<file path="src/rtl/centroid_ctrl.sv">
// centroid_ctrl: drives three external accumulators (sum of x, sum of y, pixel
// count) from a masked video stream and, at each frame boundary, divides the
// ended frame's sums to produce the object centroid (cx, cy).
// Handshake: no ready path; c_valid, no_obj and overrun are single-cycle
// strobes, and cx/cy hold their values until the next c_valid.
module centroid_ctrl #(
    parameter int XW = 11,
    parameter int SW = 32
) (
    input  logic          clk,
    input  logic          rst,
    input  logic          de,
    input  logic          v_sync,
    input  logic          mask,
    input  logic [SW-1:0] sum_x,
    input  logic [SW-1:0] sum_y,
    input  logic [SW-1:0] sum_m,
    output logic          acc_ce,
    output logic          acc_clr,
    output logic [XW-1:0] x_pos,
    output logic [XW-1:0] y_pos,
    output logic [XW-1:0] cx,
    output logic [XW-1:0] cy,
    output logic          c_valid,
    output logic          no_obj,
    output logic          overrun,
    output logic          busy,
    output logic [2:0]    dbg_state
);

    localparam int CW = $clog2(SW);

    typedef enum logic [2:0] {IDLE, ACC, DIV_X, DIV_Y, DONE} state_t;

    state_t        state, state_nxt;
    logic          vs_q, de_q, bnd, rise;
    logic [XW-1:0] x_cnt, y_cnt;
    // quo doubles as the x-sum snapshot: it is loaded with sum_x at the
    // boundary and shifted into the quotient during DIV_X.
    logic [SW-1:0] snap_y, snap_m, quo, rem, qx;
    logic [CW-1:0] bit_cnt;
    logic          last_bit;

    // one restoring-division step
    logic [SW:0]   r_sh, r_sub;
    logic          r_ge;
    logic [SW-1:0] q_step, r_step;

    assign rise      = v_sync & ~vs_q;
    assign acc_clr   = bnd;
    assign last_bit  = (bit_cnt == CW'(SW - 1));
    assign dbg_state = state;

    function automatic logic [XW-1:0] clamp(input logic [SW-1:0] q);
        if (|q[SW-1:XW]) return '1;
        return q[XW-1:0];
    endfunction

    // v_sync edge register, boundary strobe and the one-cycle pixel pipeline
    always_ff @(posedge clk) begin
        if (rst) begin
            vs_q   <= 1'b0;
            de_q   <= 1'b0;
            bnd    <= 1'b0;
            acc_ce <= 1'b0;
            x_pos  <= '0;
            y_pos  <= '0;
        end else begin
            vs_q   <= v_sync;
            de_q   <= de;
            bnd    <= rise;
            acc_ce <= de & mask & ~rise;   // keeps acc_ce low in the boundary cycle
            x_pos  <= x_cnt;
            y_pos  <= y_cnt;
        end
    end

    // pixel coordinate counters, wrapping modulo 2^XW
    always_ff @(posedge clk) begin
        if (rst || bnd) begin
            x_cnt <= '0;
            y_cnt <= '0;
        end else if (de) begin
            x_cnt <= x_cnt + XW'(1);
        end else if (de_q) begin
            x_cnt <= '0;
            y_cnt <= y_cnt + XW'(1);
        end
    end

    // divider step: shift in the next dividend bit and try to subtract
    always_comb begin
        r_sh   = {rem, quo[SW-1]};
        r_sub  = r_sh - {1'b0, snap_m};
        r_ge   = ~r_sub[SW];
        q_step = {quo[SW-2:0], r_ge};
        r_step = r_ge ? r_sub[SW-1:0] : r_sh[SW-1:0];
    end

    // control state register
    always_ff @(posedge clk) begin
        if (rst) state <= IDLE;
        else     state <= state_nxt;
    end

    // next state and status strobes
    always_comb begin
        state_nxt = state;
        c_valid   = 1'b0;
        no_obj    = 1'b0;
        overrun   = 1'b0;
        busy      = 1'b0;
        case (state)
            IDLE: if (bnd) state_nxt = ACC;
            ACC: begin
                if (bnd) begin
                    if (sum_m == '0) no_obj = 1'b1;
                    else             state_nxt = DIV_X;
                end
            end
            DIV_X: begin
                busy    = 1'b1;
                overrun = bnd;
                if (last_bit) state_nxt = DIV_Y;
            end
            DIV_Y: begin
                busy    = 1'b1;
                overrun = bnd;
                if (last_bit) state_nxt = DONE;
            end
            DONE: begin
                c_valid   = 1'b1;
                overrun   = bnd;
                state_nxt = ACC;
            end
            default: state_nxt = IDLE;
        endcase
    end

    // snapshot, divider registers and result registers
    always_ff @(posedge clk) begin
        if (rst) begin
            snap_y  <= '0;
            snap_m  <= '0;
            quo     <= '0;
            rem     <= '0;
            qx      <= '0;
            bit_cnt <= '0;
            cx      <= '0;
            cy      <= '0;
        end else begin
            case (state)
                ACC: begin
                    if (bnd) begin
                        quo     <= sum_x;
                        snap_y  <= sum_y;
                        snap_m  <= sum_m;
                        rem     <= '0;
                        bit_cnt <= '0;
                    end
                end
                DIV_X: begin
                    if (last_bit) begin
                        qx      <= q_step;
                        quo     <= snap_y;
                        rem     <= '0;
                        bit_cnt <= '0;
                    end else begin
                        quo     <= q_step;
                        rem     <= r_step;
                        bit_cnt <= bit_cnt + CW'(1);
                    end
                end
                DIV_Y: begin
                    quo     <= q_step;
                    rem     <= r_step;
                    bit_cnt <= bit_cnt + CW'(1);
                    // results are in place for the DONE cycle
                    if (last_bit) begin
                        cx <= clamp(qx);
                        cy <= clamp(q_step);
                    end
                end
                default: ;
            endcase
        end
    end

endmodule
</file>
<file path="config.mk">
export PLATFORM = sky130hd
export DESIGN_NAME = centroid_ctrl
export DESIGN_NICKNAME = d
export VERILOG_FILES = /design/src/rtl/centroid_ctrl.sv
export SDC_FILE = /design/constraint.sdc
export NUM_CORES = 1
export LEC_CHECK = 0
export BUFFER_PORTS_ARGS = -buffer_cell sky130_fd_sc_hd__buf_2
export CORE_MARGIN = 3
export CORE_UTILIZATION = 35
export DETAILED_ROUTE_END_ITERATION = 16
export PLACE_DENSITY = 0.53
export REMOVE_ABC_BUFFERS = 1
export SYNTH_ARGS = -nofsm -noshare
export SYNTH_HDL_FRONTEND = slang
export SYNTH_SLANG_ARGS = --single-unit
export TNS_END_PERCENT = 10
</file>
<file path="constraint.sdc">
create_clock -name clk -period 2.96 [get_ports clk]
set_input_delay 0.148 -clock clk [delete_from_list [all_inputs] [get_ports clk]]
set_output_delay 0.148 -clock clk [all_outputs]
set_load 0.005 [all_outputs]
</file>
Word-level counts from Yosys, hierarchy flattened
Index checks and enable logic that the tools add are counted.
{ "totals": {"out_inout_bits": 53, "inputBits": 101, "regBits": 238, "wordCells": 89, "latch_bits": 0, "mem_bits_ro": 0, "n_memories": 0, "mem_bits_rw": 0} }
{ "classes": {"eq_ne": 10, "bitwise_logic": 7, "multipliers": 0, "shift": 0, "n_reduce_logical": 15, "addsub": 4, "mux": 36, "order_cmp": 0, "n_div": 0} }
{ "op_table": {"columns": ["op", "n"], "rows": [
  ["32-bit one-hot mux with 3 select lines", 2],
  ["32-bit two-way mux", 5],
  ["11-bit two-way mux", 6],
  ["21-bit OR reduction", 2],
  ["33-bit by 32-bit subtractor with 33-bit output", 1],
  ["32-bit logical NOT", 1],
  ["11-bit by 1-bit adder with 11-bit output, second input constant", 2],
  ["3-bit two-way mux", 5],
  ["3-bit one-hot mux with 5 select lines", 1],
  ["5-bit one-hot mux with 3 select lines", 1],
  ["1-bit two-way mux", 14],
  ["5-bit two-way mux", 2],
  ["2-bit inequality test, second input constant", 5],
  ["2-bit AND reduction", 5],
  ["3-bit by 2-bit equality test with 1-bit output, second input constant", 2],
  ["5-bit by 1-bit adder with 5-bit output, second input constant", 1],
  ["5-bit equality test, second input constant", 1],
  ["5-bit AND reduction", 1],
  ["1-bit NOT", 4],
  ["1-bit bitwise AND", 3],
  ["3-bit by 1-bit equality test with 1-bit output, second input constant", 1],
  ["3-bit equality test, second input constant", 1],
  ["3-bit logical NOT", 1],
  ["3-bit nonzero test", 1],
  ["4 further kinds", 4]
]} }

Logic depth before layout (Yosys ltp)
Gate-level depths: netlist (run 1).
{ "logic_depth": {"depth_word": 6, "depth_mapped": 14, "depth_no_buf": 13} }

Worst setup path before layout (run 1)
OpenSTA, ideal clock, no wires.
{ "synth_timing": {"path_kind": "register to register", "startpoint": "reg quo[31]", "endpoint": "reg rem[1]", "setup_time_ns": 0.117, "stages_incl_launch_ff": 14, "required_time_ns": 2.843, "period_less_slack_ns": 2.881, "n_path_buf": 1, "slack_ns": 0.079, "arrival_time_ns": 2.764, "cell_sequence": "dfxtp_1 inv_1 ha_1 fa_1 nand2b_1 a21oi_1 o32a_1 o21a_1 and3b_4 a31oi_4 xnor2_2 buf_4 nand2_1 a32o_1"} }
{ "synth_between": {"elab_chain_cells": 4} }
{ "synth_lines": {"columns": ["item", "line_no", "text"], "rows": [
  ["start: declaration", "40", "logic [SW-1:0] snap_y, snap_m, quo, rem, qx;"],
  ["start signal: assignment", "155", "quo <= sum_x;"],
  ["start signal: assignment", "165", "quo <= snap_y;"],
  ["start signal: assignment", "169", "quo <= q_step;"],
  ["33-bit by 32-bit subtractor with 33-bit output (*)", "94", "r_sub = r_sh - {1'b0, snap_m};"],
  ["32-bit two-way mux (*)", "97", "r_step = r_ge ? r_sub[SW-1:0] : r_sh[SW-1:0];"],
  ["32-bit two-way mux", "163", "if (last_bit) begin"],
  ["32-bit one-hot mux with 3 select lines (*)", "152", "case (state)"],
  ["end signal: assignment", "170", "rem <= r_step;"],
  ["end signal: assignment", "176", "rem <= r_step;"],
  ["end: declaration", "40", null]
]} }
Mark *: on every way between the ends. The rest lies on a longest branch, timed or not.
A chain may end at the register's enable or synchronous reset.

Worst setup path after layout (run 1)
{ "layout_timing": {"startpoint": "reg quo[31]", "endpoint": "reg rem[4]"} }
The elaborated chain is that of the path after synthesis.

==> results.md, run 1 <==
* CTS tree: built
* Hold Crit Class: in -> reg
* Status: completed
* R2R Setup Slk at 0.06 ns
* Buffers & Inverters on Critical Path at 3
* Mapped Area at 11000 µm²
* DP Wirelength at 20800 µm
* Most frequent cells in the layout: 380 x nand2_1, 235 x dfxtp_1, 152 x buf_2, 142 x a21oi_1, 103 x nor2_1
* Die width at 184 µm
* Post-synthesis instance total at 1428
* Post-place setup slack at -0.161 ns
* # port buffers at 153
* NumNets Final at 1809
* Die Y at 184 µm
* Worst-Margin Slew at 1.10 ns
* Main synth FF type: dfxtp_1
* Startpoint types: flip-flop
* CP cell instances: inv_2 -> ha_4 -> fa_2 -> nand2b_4 -> a21oi_4 -> o32a_1 -> o21a_1 -> and3b_4 -> a31oi_4 -> buf_6 -> xnor2_4 -> buf_6 -> mux2i_1 -> o21ai_1
* Leakage power at 5.67 nW
* Clock Path Buffers at 3
* Slowest stage delay, CP at 0.34 ns
* Core area at 30800 µm²
* Share of the synthesized area in the top cell type at 43.2%
* Initial DRC Count at 537
* Final worst slack at 0.0580 ns
* Synth area leaders: dfxtp_1 43%, nand2_1 13%, a21oi_1 6.6%
* Grt ovf at 0
* Seq pwr share at 41.0%
* Sw Pwr at 2.14 mW
* Peak VDD IR at 0.492 mV
* Most used cell, CP: buf_6
* TritonCTS buffer count at 27
* Min cycle time layout at 2.90 ns
* Commonest non-fill, non-tap cell in the layout: nand2_1
* Clk_lat worst skew at 0.54 ns
* Netlist cell types at 59
* Yosys top cell by area: dfxtp_1
* Site Rows at 64
* H-tree Lvls at 1
* Share of power burned in the clock network at 40.2%
* Design Power at 8.03 mW
* Final period util at 98.0%
* Setup violators final at 0
* Routed len/inst at 15.3 µm
* Hold Violations, Final at 0
* Yosys warnings at 0
* CP required at 3.35 ns
* Vias in the first global route at 10100
* Hold wc startpoint: sum_x[20]
* Largest net degree at the start of global routing at 163
* Unrepaired setup endpoints after global routing: true
* Crit end category: flip-flop
* Fmax at 345 MHz
* Post-synth EDFFs at 0
* Worst hold endpoint: quo[20]$_SDFFE_PP0P_
* Switching share of power at 26.6%
* P&R area growth vs syn at 30.9%
* Vias after detailed routing at 10500
* Crit Reg-Reg Startpoint: quo[31]$_SDFFE_PP0P_
* PwrDens at 556 nW/µm²
* I/O pin count at 154
* Clk slew on worst S/H paths at 0.06 ns
* Synthesis-stage register bit count at 238
* Hold path cells at 4
* Gate power share at 18.9%
* Setup CP Type: reg -> reg
* Initial antenna violation count at 1
* Layout cells sized above 1 at 17.5%
* Placer Congestion at 0.821
* Async set-reset flop share out of synthesis at 0%
* Relative slew slack at 26.5%
* Root buffer selected by CTS: clkbuf_16
* Average vias per placed instance at 5.01
* Die area at 33700 µm²
* Post-synthesis sequential area ratio at 43.2%
* CP max stage cell: fa_2
* Max Cap Viol at 0
* Reg2reg path depth at 14
* Largest delay share family, worst path: compound AO/OA/AOI/OAI gates
* Initial core utilization at 35.8%
* Final wirelength at 32000 µm
* Final ANT Viol Nets at 0
* First-pass iteration count of the detailed router at 5
* Residual DRC count at 0
* First-pass GRT wire length at 52400 µm
* Setup Skew at 0.0115 ns
* Final slew viol count at 0
* Worst path arrival time at 3.29 ns
* Crit Path Max Fanout at 7
* Syn avg cell area at 7.73 µm²
* TritonCTS Sinks at 238
* Internal Power at 5.90 mW
* R2r endpoint: rem[4]$_SDFFE_PP0P_
* GRT Util Overall at 18.6%
[worst max path at each step]
stage	cells past startpoint	to	startpoint
6_report	14	rem[4]$_SDFFE_PP0P_	quo[31]$_SDFFE_PP0P_
4_1_cts	13	rem[16]$_SDFFE_PP0P_	quo[31]$_SDFFE_PP0P_
2_1_floorplan	4	rem[0]$_SDFFE_PP0P_	dbg_state[0]$_SDFFE_PP0P_
3_3_place_gp	14	rem[2]$_SDFFE_PP0P_	quo[31]$_SDFFE_PP0P_
3_5_place_dp	14	rem[18]$_SDFFE_PP0P_	quo[31]$_SDFFE_PP0P_
5_1_grt	14	rem[23]$_SDFFE_PP0P_	quo[31]$_SDFFE_PP0P_
[final cells by class]
class                      count  area [µm²]
fill                        3096       16400
clock buffer                  39         771
sequential                   238        4770
clock inverter                10        85.1
antenna                        1        2.50
timing repair buffer         303        2210
multi-input combinational   1061        5980
inverter                      40         150
tap                          396         495
[kinds of logic after synthesis]
logic type,after synthesis,synth area share [%]
and+or+nand+nor,661,26.0
AOI/OAI and AO/OA,309,17.5
DFF,238,43.2
buffers and inverters,129,4.51
xor gates and xnor gates,37,3.07
adders and majority gates,37,4.26
muxes,17,1.54
[metal layers]
metal / up-vias / global-route usage, % / share of wire, %
li1: 5378 / - / -
met1: 4818 / 26.1 / 48
met2: 217 / 30.6 / 45
met3: 43 / 2.47 / 4.4
met4: 0 / 4.27 / 2.3
met5: - / 0 / 0
[what timing repair did]
item                                   in CTS  in global routing
gates cloned                                0                  1
resized for setup                           5                 39
pin swaps                                   3                 13
endpoints found under the hold margin     112                  0
setup endpoints to repair                  33                 33
hold buffers                               97                  0
setup buffers                               2                  5
[power by group through the flow]
stage	logic [mW]	registers (mW)	clock network, mW
5_1_grt	1.66	3.29	3.45
3_3_place_gp	1.20	3.36	0
6_report	1.52	3.29	3.23
2_1_floorplan	0.745	3.35	0
4_1_cts	1.34	3.29	3.32
3_5_place_dp	1.21	3.36	0
[tightest hold or removal path: cells and delay by family]
family | cells | cell delay [ns]
simple gates | 2 | 0.21
buf+inv | 1 | 0.10
compound gates | 1 | 0.04
[state kept, by name, indices dropped and copies added, names as in the netlist, 5 cells and up]
| signal | count |
|---|---|
| quo | 32 |
| qx | 32 |
| rem | 32 |
| snap_m | 32 |
| snap_y | 32 |
| cx | 11 |
| cy | 11 |
| x_cnt | 11 |
| x_pos | 11 |
| y_cnt | 11 |
| y_pos | 11 |
| bit_cnt | 5 |
[per-stage QoR]
stage	hold WS (ns)	cells	utilization, %	cell area [µm²]	TNS (ns)
2_1_floorplan	0.215	1339	-	10700	-520.07
3_3_place_gp	0.378	1933	40.1	12400	-0.309
3_5_place_dp	0.381	1933	40.1	12400	-2.31
4_1_cts	0.00248	2081	46.2	14200	-0.0599
5_1_grt	0.0306	2088	46.9	14500	-1.99
6_report	0.0104	2088	46.9	14500	0
[cell usage after synthesis (4+ instances only)]
| library cell | count |
|---|---|
| nand2_1 | 382 |
| dfxtp_1 | 238 |
| a21oi_1 | 145 |
| nor2_1 | 107 |
| clkbuf_1 | 77 |
| inv_1 | 40 |
| and3_1 | 38 |
| ha_1 | 36 |
| o21ai_1 | 34 |
| a311oi_1 | 32 |
| nor3_1 | 32 |
| nor2b_1 | 26 |
| xor2_1 | 18 |
| mux2i_1 | 17 |
| o21ai_0 | 17 |
| xnor2_1 | 17 |
| nor4_1 | 16 |
| nand4_1 | 15 |
| nand3_1 | 14 |
| o21a_1 | 12 |
| a21o_1 | 11 |
| nand2b_1 | 11 |
| a32oi_1 | 8 |
| buf_1 | 7 |
| a211o_1 | 6 |
| a211oi_1 | 5 |
| a31oi_1 | 5 |
| or3_1 | 5 |
| nor3b_1 | 4 |
| o21bai_1 | 4 |
| o31ai_1 | 4 |
| or2_2 | 4 |
Note: power is estimated with default switching activity, not from simulation.
==> run 2: changes to the inputs <==
--- a/config.mk
+++ b/config.mk
@@ -7,9 +7,9 @@
 export LEC_CHECK = 0
 export BUFFER_PORTS_ARGS = -buffer_cell sky130_fd_sc_hd__buf_2
 export CORE_MARGIN = 3
-export CORE_UTILIZATION = 35
+export CORE_UTILIZATION = 45
 export DETAILED_ROUTE_END_ITERATION = 16
-export PLACE_DENSITY = 0.53
+export PLACE_DENSITY = 0.66
 export REMOVE_ABC_BUFFERS = 1
 export SYNTH_ARGS = -nofsm -noshare
 export SYNTH_HDL_FRONTEND = slang
==> constraint.sdc (replaced) <==
create_clock -name clk -period 2.96 [get_ports clk]
set_input_delay 0.444 -clock clk [delete_from_list [all_inputs] [get_ports clk]]
set_output_delay 0.444 -clock clk [all_outputs]
set_load 0.005 [all_outputs]
==> run 2 against run 1 <==
Net effect: worst hold slack gained 0.12 ns; register-to-register slack better by 0.05 ns; flip-flop and latch count is the same; critical endpoint is now rem[16]$_SDFFE_PP0P_; largest cell class unchanged; largest power group is now clock; highest routed layer unchanged.
==> results.md, run 2 (synthesis results as in run 1) <==
* Status: completed (unchanged)
* Die area at 26500 µm² (was 33700 µm²)
* Relative slew slack at 38.5% (was 26.5%)
* Hold wc startpoint: sum_y[25] (was sum_x[20])
* Setup CP Type: reg -> reg (unchanged)
* Worst hold slack at 0.134 ns (was 0.0104 ns)
* Layout cells sized above 1 at 17.9% (was 17.5%)
* Die width at 163 µm (was 184 µm)
* Final period util at 96.4% (was 98.0%)
* PwrDens at 606 nW/µm² (was 556 nW/µm²)
* Worst path arrival time at 3.24 ns (was 3.29 ns)
* Residual DRC count at 0 (unchanged)
* Initial DRC Count at 687 (was 537)
* Setup Skew at 0.0157 ns (was 0.0115 ns)
* Vias in the first global route at 9574 (was 10100)
* Grt ovf at 0 (unchanged)
* Most frequent cells in the layout: 381 x nand2_1, 235 x dfxtp_1, 152 x buf_2, 144 x a21oi_1, 103 x nor2_1 (was 380 x nand2_1, 235 x dfxtp_1, 152 x buf_2, 142 x a21oi_1, 103 x nor2_1)
* Reg2reg path depth at 11 (was 14)
* Final slew viol count at 0 (unchanged)
* Initial antenna violation count at 0 (was 1)
* Max Cap Viol at 0 (unchanged)
* Initial core utilization at 46.3% (was 35.8%)
* Hold Crit Class: in -> reg (unchanged)
* Clock Path Buffers at 3 (unchanged)
* Placed Area at 12300 µm² (was 12400 µm²)
* Final wirelength at 28900 µm (was 32000 µm)
* Crit end category: flip-flop (unchanged)
* Worst Setup EP: rem[16]$_SDFFE_PP0P_ (was rem[4]$_SDFFE_PP0P_)
* Crit Path Max Fanout at 7 (unchanged)
* First-pass iteration count of the detailed router at 5 (unchanged)
* Crit Reg-Reg Startpoint: snap_m[7]$_SDFFE_PP0P_ (was quo[31]$_SDFFE_PP0P_)
* Clk_lat worst skew at 0.55 ns (was 0.54 ns)
* TritonCTS Sinks at 238 (unchanged)
* Commonest non-fill, non-tap cell in the layout: nand2_1 (unchanged)
* Routed len/inst at 15.1 µm (was 15.3 µm)
* Unrepaired setup endpoints after global routing: true (unchanged)
* Final ANT Viol Nets at 0 (unchanged)
* Startpoint types: flip-flop (unchanged)
* Crit path launch: snap_m[7]$_SDFFE_PP0P_ (was quo[31]$_SDFFE_PP0P_)
* Placer Congestion at 0.878 (was 0.821)
* Die Y at 163 µm (was 184 µm)
* Site Rows at 56 (was 64)
* Worst-Margin Slew at 0.922 ns (was 1.10 ns)
* Setup violators final at 0 (unchanged)
* GRT Util Overall at 21.1% (was 18.6%)
* Leakage power at 5.29 nW (was 5.67 nW)
* Fin area at 13400 µm² (was 14500 µm²)
* Average vias per placed instance at 5.29 (was 5.01)
* R2R Setup Slk at 0.11 ns (was 0.06 ns)
* H-tree Lvls at 1 (unchanged)
* P&R area growth vs syn at 21.2% (was 30.9%)
* Min cycle time layout at 2.85 ns (was 2.90 ns)
* # port buffers at 153 (unchanged)
* I/O pin count at 154 (unchanged)
* # fillers at 2252 (was 3096)
* Root buffer selected by CTS: clkbuf_16 (unchanged)
* Largest net degree at the start of global routing at 117 (was 163)
* First-pass GRT wire length at 47000 µm (was 52400 µm)
* CP required at 3.34 ns (was 3.35 ns)
* Vias after detailed routing at 10100 (was 10500)
* Diode count at 0 (was 1)
* CTS tree: built (unchanged)
* R2r endpoint: rem[16]$_SDFFE_PP0P_ (was rem[4]$_SDFFE_PP0P_)
* Fmax at 351 MHz (was 345 MHz)
* NumNets Final at 1709 (was 1809)
* Peak VDD IR at 0.413 mV (was 0.492 mV)
* Clk slew on worst S/H paths at 0.06 ns (about the same)
* Hold Violations, Final at 0 (unchanged)
* TritonCTS buffer count at 27 (unchanged)
* Core area at 23800 µm² (was 30800 µm²)
* DP Wirelength at 19700 µm (was 20800 µm)
## run 2: changes by cell type in the layout (fill, tap and decap cells not counted), sizes merged
cell         before  now
dlygate4sd3      97    0
buf             206  203
clkinv            7    4
bufinv            1    3
clkbuf           39   41
diode             1    0
## run 2: metrics by stage
| stage | utilization, % | total power, mW | worst slack (ns) | setup TNS (ns) | std cells |
|---|---|---|---|---|---|
| after global placement | 51.5 | 4.54 | 0.00896 | 0 | 1856 |
| after detailed placement | 51.5 | 4.55 | -0.0717 | -0.872 | 1856 |
| after floorplan | - | 4.09 | -5.90 | -520.07 | 1339 |
| after CTS | 55.8 | 8.14 | 0.00775 | 0 | 1909 |
| final | 56.2 | 8.11 | 0.107 | 0 | 1911 |
| after global routing | 56.2 | 8.43 | -0.0241 | -0.0788 | 1911 |
## run 2: where the power goes
| group | total [mW] | switching [mW] | internal, mW |
|---|---|---|---|
| clock network | 3.48 | 1.33 | 2.15 |
| logic | 1.34 | 0.687 | 0.652 |
| registers | 3.29 | 0.0427 | 3.25 |
| total | 8.11 | 2.06 | 6.05 |
## run 2: how the worst min path moves through the flow
stage                               to  slack (ns)  depth (start not counted)
2_1_floorplan      qx[14]$_SDFFE_PP0P_        0.42                          2
3_3_place_gp       qx[12]$_SDFFE_PP0P_        0.44                          2
3_5_place_dp   snap_y[10]$_SDFFE_PP0P_        0.45                          2
4_1_cts              acc_ce$_SDFF_PP0_        0.11                          2
5_1_grt        snap_y[25]$_SDFFE_PP0P_        0.12                          3
6_report       snap_y[25]$_SDFFE_PP0P_        0.13                          3
## run 2: critical path, stage by stage, from the launching register on
cell     delay (ns)
dfxtp_1        0.33
inv_1          0.05
ha_1           0.37
a211o_1        0.28
o32a_1         0.30
o21a_1         0.22
and3b_4        0.20
a31oi_4        0.26
xnor2_4        0.22
buf_12         0.18
mux2i_1        0.20
o21ai_1        0.09
## run 2: per-layer routing
| layer | wire (µm) | global-route usage, % |
|---|---|---|
| met1 | 13700 | 29.3 |
| met2 | 12800 | 34.2 |
| met3 | 1830 | 4.02 |
| met4 | 510 | 5.11 |
| met5 | 0 | 0 |
## run 2: final cells by class
| type | count | area, µm² | area share (%) |
|---|---|---|---|
| Clock buffer | 41 | 808 | 6.04 |
| Clock inverter | 9 | 141 | 1.06 |
| Inverter | 40 | 150 | 1.12 |
| Multi-Input combinational cell | 1061 | 5900 | 44.1 |
| Sequential cell | 238 | 4770 | 35.6 |
| Tap cell | 319 | 399 | 2.98 |
| Timing Repair Buffer | 203 | 1220 | 9.09 |
## run 2: what timing repair did
action / in CTS / in global routing
gates resized for setup: 7 / 18
gates cloned: 1 / 0
hold buffers: 0 / 0
pin swaps: 5 / 8
setup buffers: 2 / 2
endpoints found under the setup margin: 29 / 33
==> run 3: changes to the inputs <==
--- a/config.mk
+++ b/config.mk
@@ -10,7 +10,6 @@
 export CORE_UTILIZATION = 45
 export DETAILED_ROUTE_END_ITERATION = 16
 export PLACE_DENSITY = 0.66
-export REMOVE_ABC_BUFFERS = 1
 export SYNTH_ARGS = -nofsm -noshare
 export SYNTH_HDL_FRONTEND = slang
 export SYNTH_SLANG_ARGS = --single-unit
==> run 3 against run 2 <==
Net effect: highest routed layer unchanged; worst setup slack worse by 0.021 ns; wire length up 1.8%; largest power group unchanged; utilization down 0.37 points; cell area down 0.66%.
==> results.md, run 3 (synthesis results as in run 1) <==
* Status: completed (unchanged)
* Max Cap Viol at 0 (unchanged)
* Die Y at 163 µm (unchanged)
* Largest net degree at the start of global routing at 99 (was 117)
* Final ANT Viol Nets at 0 (unchanged)
* Grt ovf at 0 (unchanged)
* Gate power share at 17.4% (was 16.5%)
* Setup Skew at 0.0137 ns (was 0.0157 ns)
* TritonCTS buffer count at 27 (unchanged)
* Relative slew slack at 33.9% (was 38.5%)
* GRT Util Overall at 21.6% (was 21.1%)
* # port buffers at 153 (unchanged)
* Site Rows at 56 (unchanged)
* Placed insts at 1851 (was 1856)
* First-pass iteration count of the detailed router at 5 (unchanged)
* Synth Net Count at 1566
* R2r endpoint: rem[26]$_SDFFE_PP0P_ (was rem[16]$_SDFFE_PP0P_)
* Initial DRC Count at 648 (was 687)
* Residual DRC count at 0 (unchanged)
* R2R Setup Slk at 0.09 ns (was 0.11 ns)
* Min cycle time layout at 2.87 ns (was 2.85 ns)
* CP required at 3.35 ns (was 3.34 ns)
* Post-place setup slack at -0.182 ns (was -0.0717 ns)
* Setup violators final at 0 (unchanged)
* Final worst slack at 0.0867 ns (was 0.107 ns)
* Grt met2 use at 38.0% (was 34.2%)
* Seq pwr share at 41.1% (was 40.6%)
* Crit Path Max Fanout at 8 (was 7)
* Root buffer selected by CTS: clkbuf_16 (unchanged)
* CTS tree: built (unchanged)
* Most frequent cells in the layout: 382 x nand2_1, 237 x dfxtp_1, 152 x buf_2, 144 x a21oi_1, 106 x nor2_1 (was 381 x nand2_1, 235 x dfxtp_1, 152 x buf_2, 144 x a21oi_1, 103 x nor2_1)
* Grt met1 use at 28.6% (was 29.3%)
* Hold Violations, Final at 0 (unchanged)
* Hold Crit Class: in -> reg (unchanged)
* Leakage power at 5.26 nW (was 5.29 nW)
* Die width at 163 µm (unchanged)
* H-tree Lvls at 1 (unchanged)
* Initial antenna violation count at 0 (unchanged)
* Commonest non-fill, non-tap cell in the layout: nand2_1 (unchanged)
* Diode count at 0 (unchanged)
* Average vias per placed instance at 5.37 (was 5.29)
* Worst-Margin Slew at 0.987 ns (was 0.922 ns)
* First-pass GRT wire length at 48300 µm (was 47000 µm)
* Worst hold endpoint: snap_y[13]$_SDFFE_PP0P_ (was snap_y[25]$_SDFFE_PP0P_)
* Reg2reg path depth at 13 (was 11)
* DP Wirelength at 20200 µm (was 19700 µm)
* Hold path cells at 3 (unchanged)
* P&R area growth vs syn at 20.4% (was 21.2%)
* PwrDens at 602 nW/µm² (was 606 nW/µm²)
* TritonCTS Sinks at 238 (unchanged)
* Core area at 23800 µm² (unchanged)
* Clk slew on worst S/H paths at 0.06 ns (about the same)
* Vias after detailed routing at 10300 (was 10100)
* Clock Path Buffers at 3 (unchanged)
* Switching share of power at 26.2% (was 25.4%)
* Unrepaired setup endpoints after global routing: true (unchanged)
* Peak VDD IR at 0.392 mV (was 0.413 mV)
* Vias in the first global route at 9870 (was 9574)
* Clk_lat worst skew at 0.54 ns (was 0.55 ns)
* Crit Reg-Reg Startpoint: snap_m[3]$_SDFFE_PP0P_ (was snap_m[7]$_SDFFE_PP0P_)
* Worst path arrival time at 3.26 ns (was 3.24 ns)
* Gr busiest metal: met2 (unchanged)
* Final wirelength at 29400 µm (was 28900 µm)
* Fmax at 348 MHz (was 351 MHz)
* Die area at 26500 µm² (unchanged)
* NumNets Final at 1708 (was 1709)
* Fin cells at 1908 (was 1911)
* Hold wc startpoint: sum_y[13] (was sum_y[25])
* Share of power burned in the clock network at 41.5% (was 42.9%)
* Final slew viol count at 0 (unchanged)
* Final period util at 97.1% (was 96.4%)
* Internal Power at 5.91 mW (was 6.05 mW)
* Routed len/inst at 15.4 µm (was 15.1 µm)
* Startpoint types: flip-flop (unchanged)
* Sw Pwr at 2.10 mW (was 2.06 mW)
* Placer Congestion at 0.892 (was 0.878)
* Initial core utilization at 46.3% (unchanged)
* Met3 Use GR at 2.77% (was 4.02%)
* # fillers at 2265 (was 2252)
* Layout cells sized above 1 at 17.6% (was 17.9%)
* I/O pin count at 154 (unchanged)
* Setup CP Type: reg -> reg (unchanged)
* Crit end category: flip-flop (unchanged)
run 3: changes by cell type in the layout (fill, tap and decap cells not counted), moves of 2 or more:
cell / before / now
dfxtp_2: 3 / 1
clkbuf_8: 8 / 5
nor2_2: 4 / 1
clkinv_2: 3 / 7
nor2_1: 103 / 106
dfxtp_1: 235 / 237
run 3: cell type report:
class	instances	area [µm²]	area share, %
clock buffers	37	763	5.74
clock inverters	11	126	0.951
inverters	40	150	1.13
multi-input cells	1061	5900	44.4
flip-flops and latches	238	4770	35.9
well taps	319	399	3.00
repair buffers	202	1190	8.93
run 3: routing by layer:
metal	wire length, µm	part of all wire, %
met3	1290	4.4
met4	512	1.7
met1	13200	45
met2	14400	49
met5	0	0
run 3: worst max-delay path, stage by stage, from the launching register on:
cell and delay, ns:
dfxtp_1 0.33, inv_1 0.08, ha_4 0.25, o211ai_1 0.30, a21oi_4 0.06, o32a_1 0.37
o21a_1 0.19, and3b_4 0.20, a31oi_4 0.22, xnor2_2 0.16, buf_4 0.17, buf_8 0.14
mux2i_1 0.20, o21ai_1 0.07
run 3: what timing repair did:
item / in CTS / in global routing
endpoints found under the setup margin: 32 / 25
gates resized for setup: 8 / 16
pin swaps: 4 / 8
hold buffers: 0 / 0
buffers inserted: 4 / 5
run 3: worst max path at each step:
| stage | from | to | cells past startpoint |
|---|---|---|---|
| after floorplan | quo[31]$_SDFFE_PP0P_ | rem[1]$_SDFFE_PP0P_ | 13 |
| after detailed placement | quo[31]$_SDFFE_PP0P_ | rem[9]$_SDFFE_PP0P_ | 13 |
| after global placement | quo[31]$_SDFFE_PP0P_ | rem[10]$_SDFFE_PP0P_ | 13 |
| after global routing | snap_m[3]$_SDFFE_PP0P_ | quo[0]$_SDFFE_PP0P_ | 13 |
| after CTS | snap_m[1]$_SDFFE_PP0P_ | rem[29]$_SDFFE_PP0P_ | 13 |
| final | snap_m[3]$_SDFFE_PP0P_ | rem[26]$_SDFFE_PP0P_ | 13 |
run 3: power groups by stage:
stage          logic [mW]  registers [mW]  clock network (mW)
2_1_floorplan       0.819            3.35                   0
3_3_place_gp         1.16            3.36                   0
3_5_place_dp         1.17            3.36                   0
4_1_cts              1.24            3.29                3.39
5_1_grt              1.51            3.30                3.51
6_report             1.39            3.29                3.32
run 3: through the flow:
step	setup TNS, ns	instance area, µm²	hold slack, ns	total power, mW	utilization [%]
floorplan	0	11000	0.431	4.17	-
detailed placement	-2.86	12200	0.445	4.53	51.2
CTS	0	13100	0.118	7.92	55.2
global route	-0.506	13300	0.124	8.31	55.8
global placement	-0.0822	12200	0.442	4.52	51.2
finish	0	13300	0.134	8.01	55.8
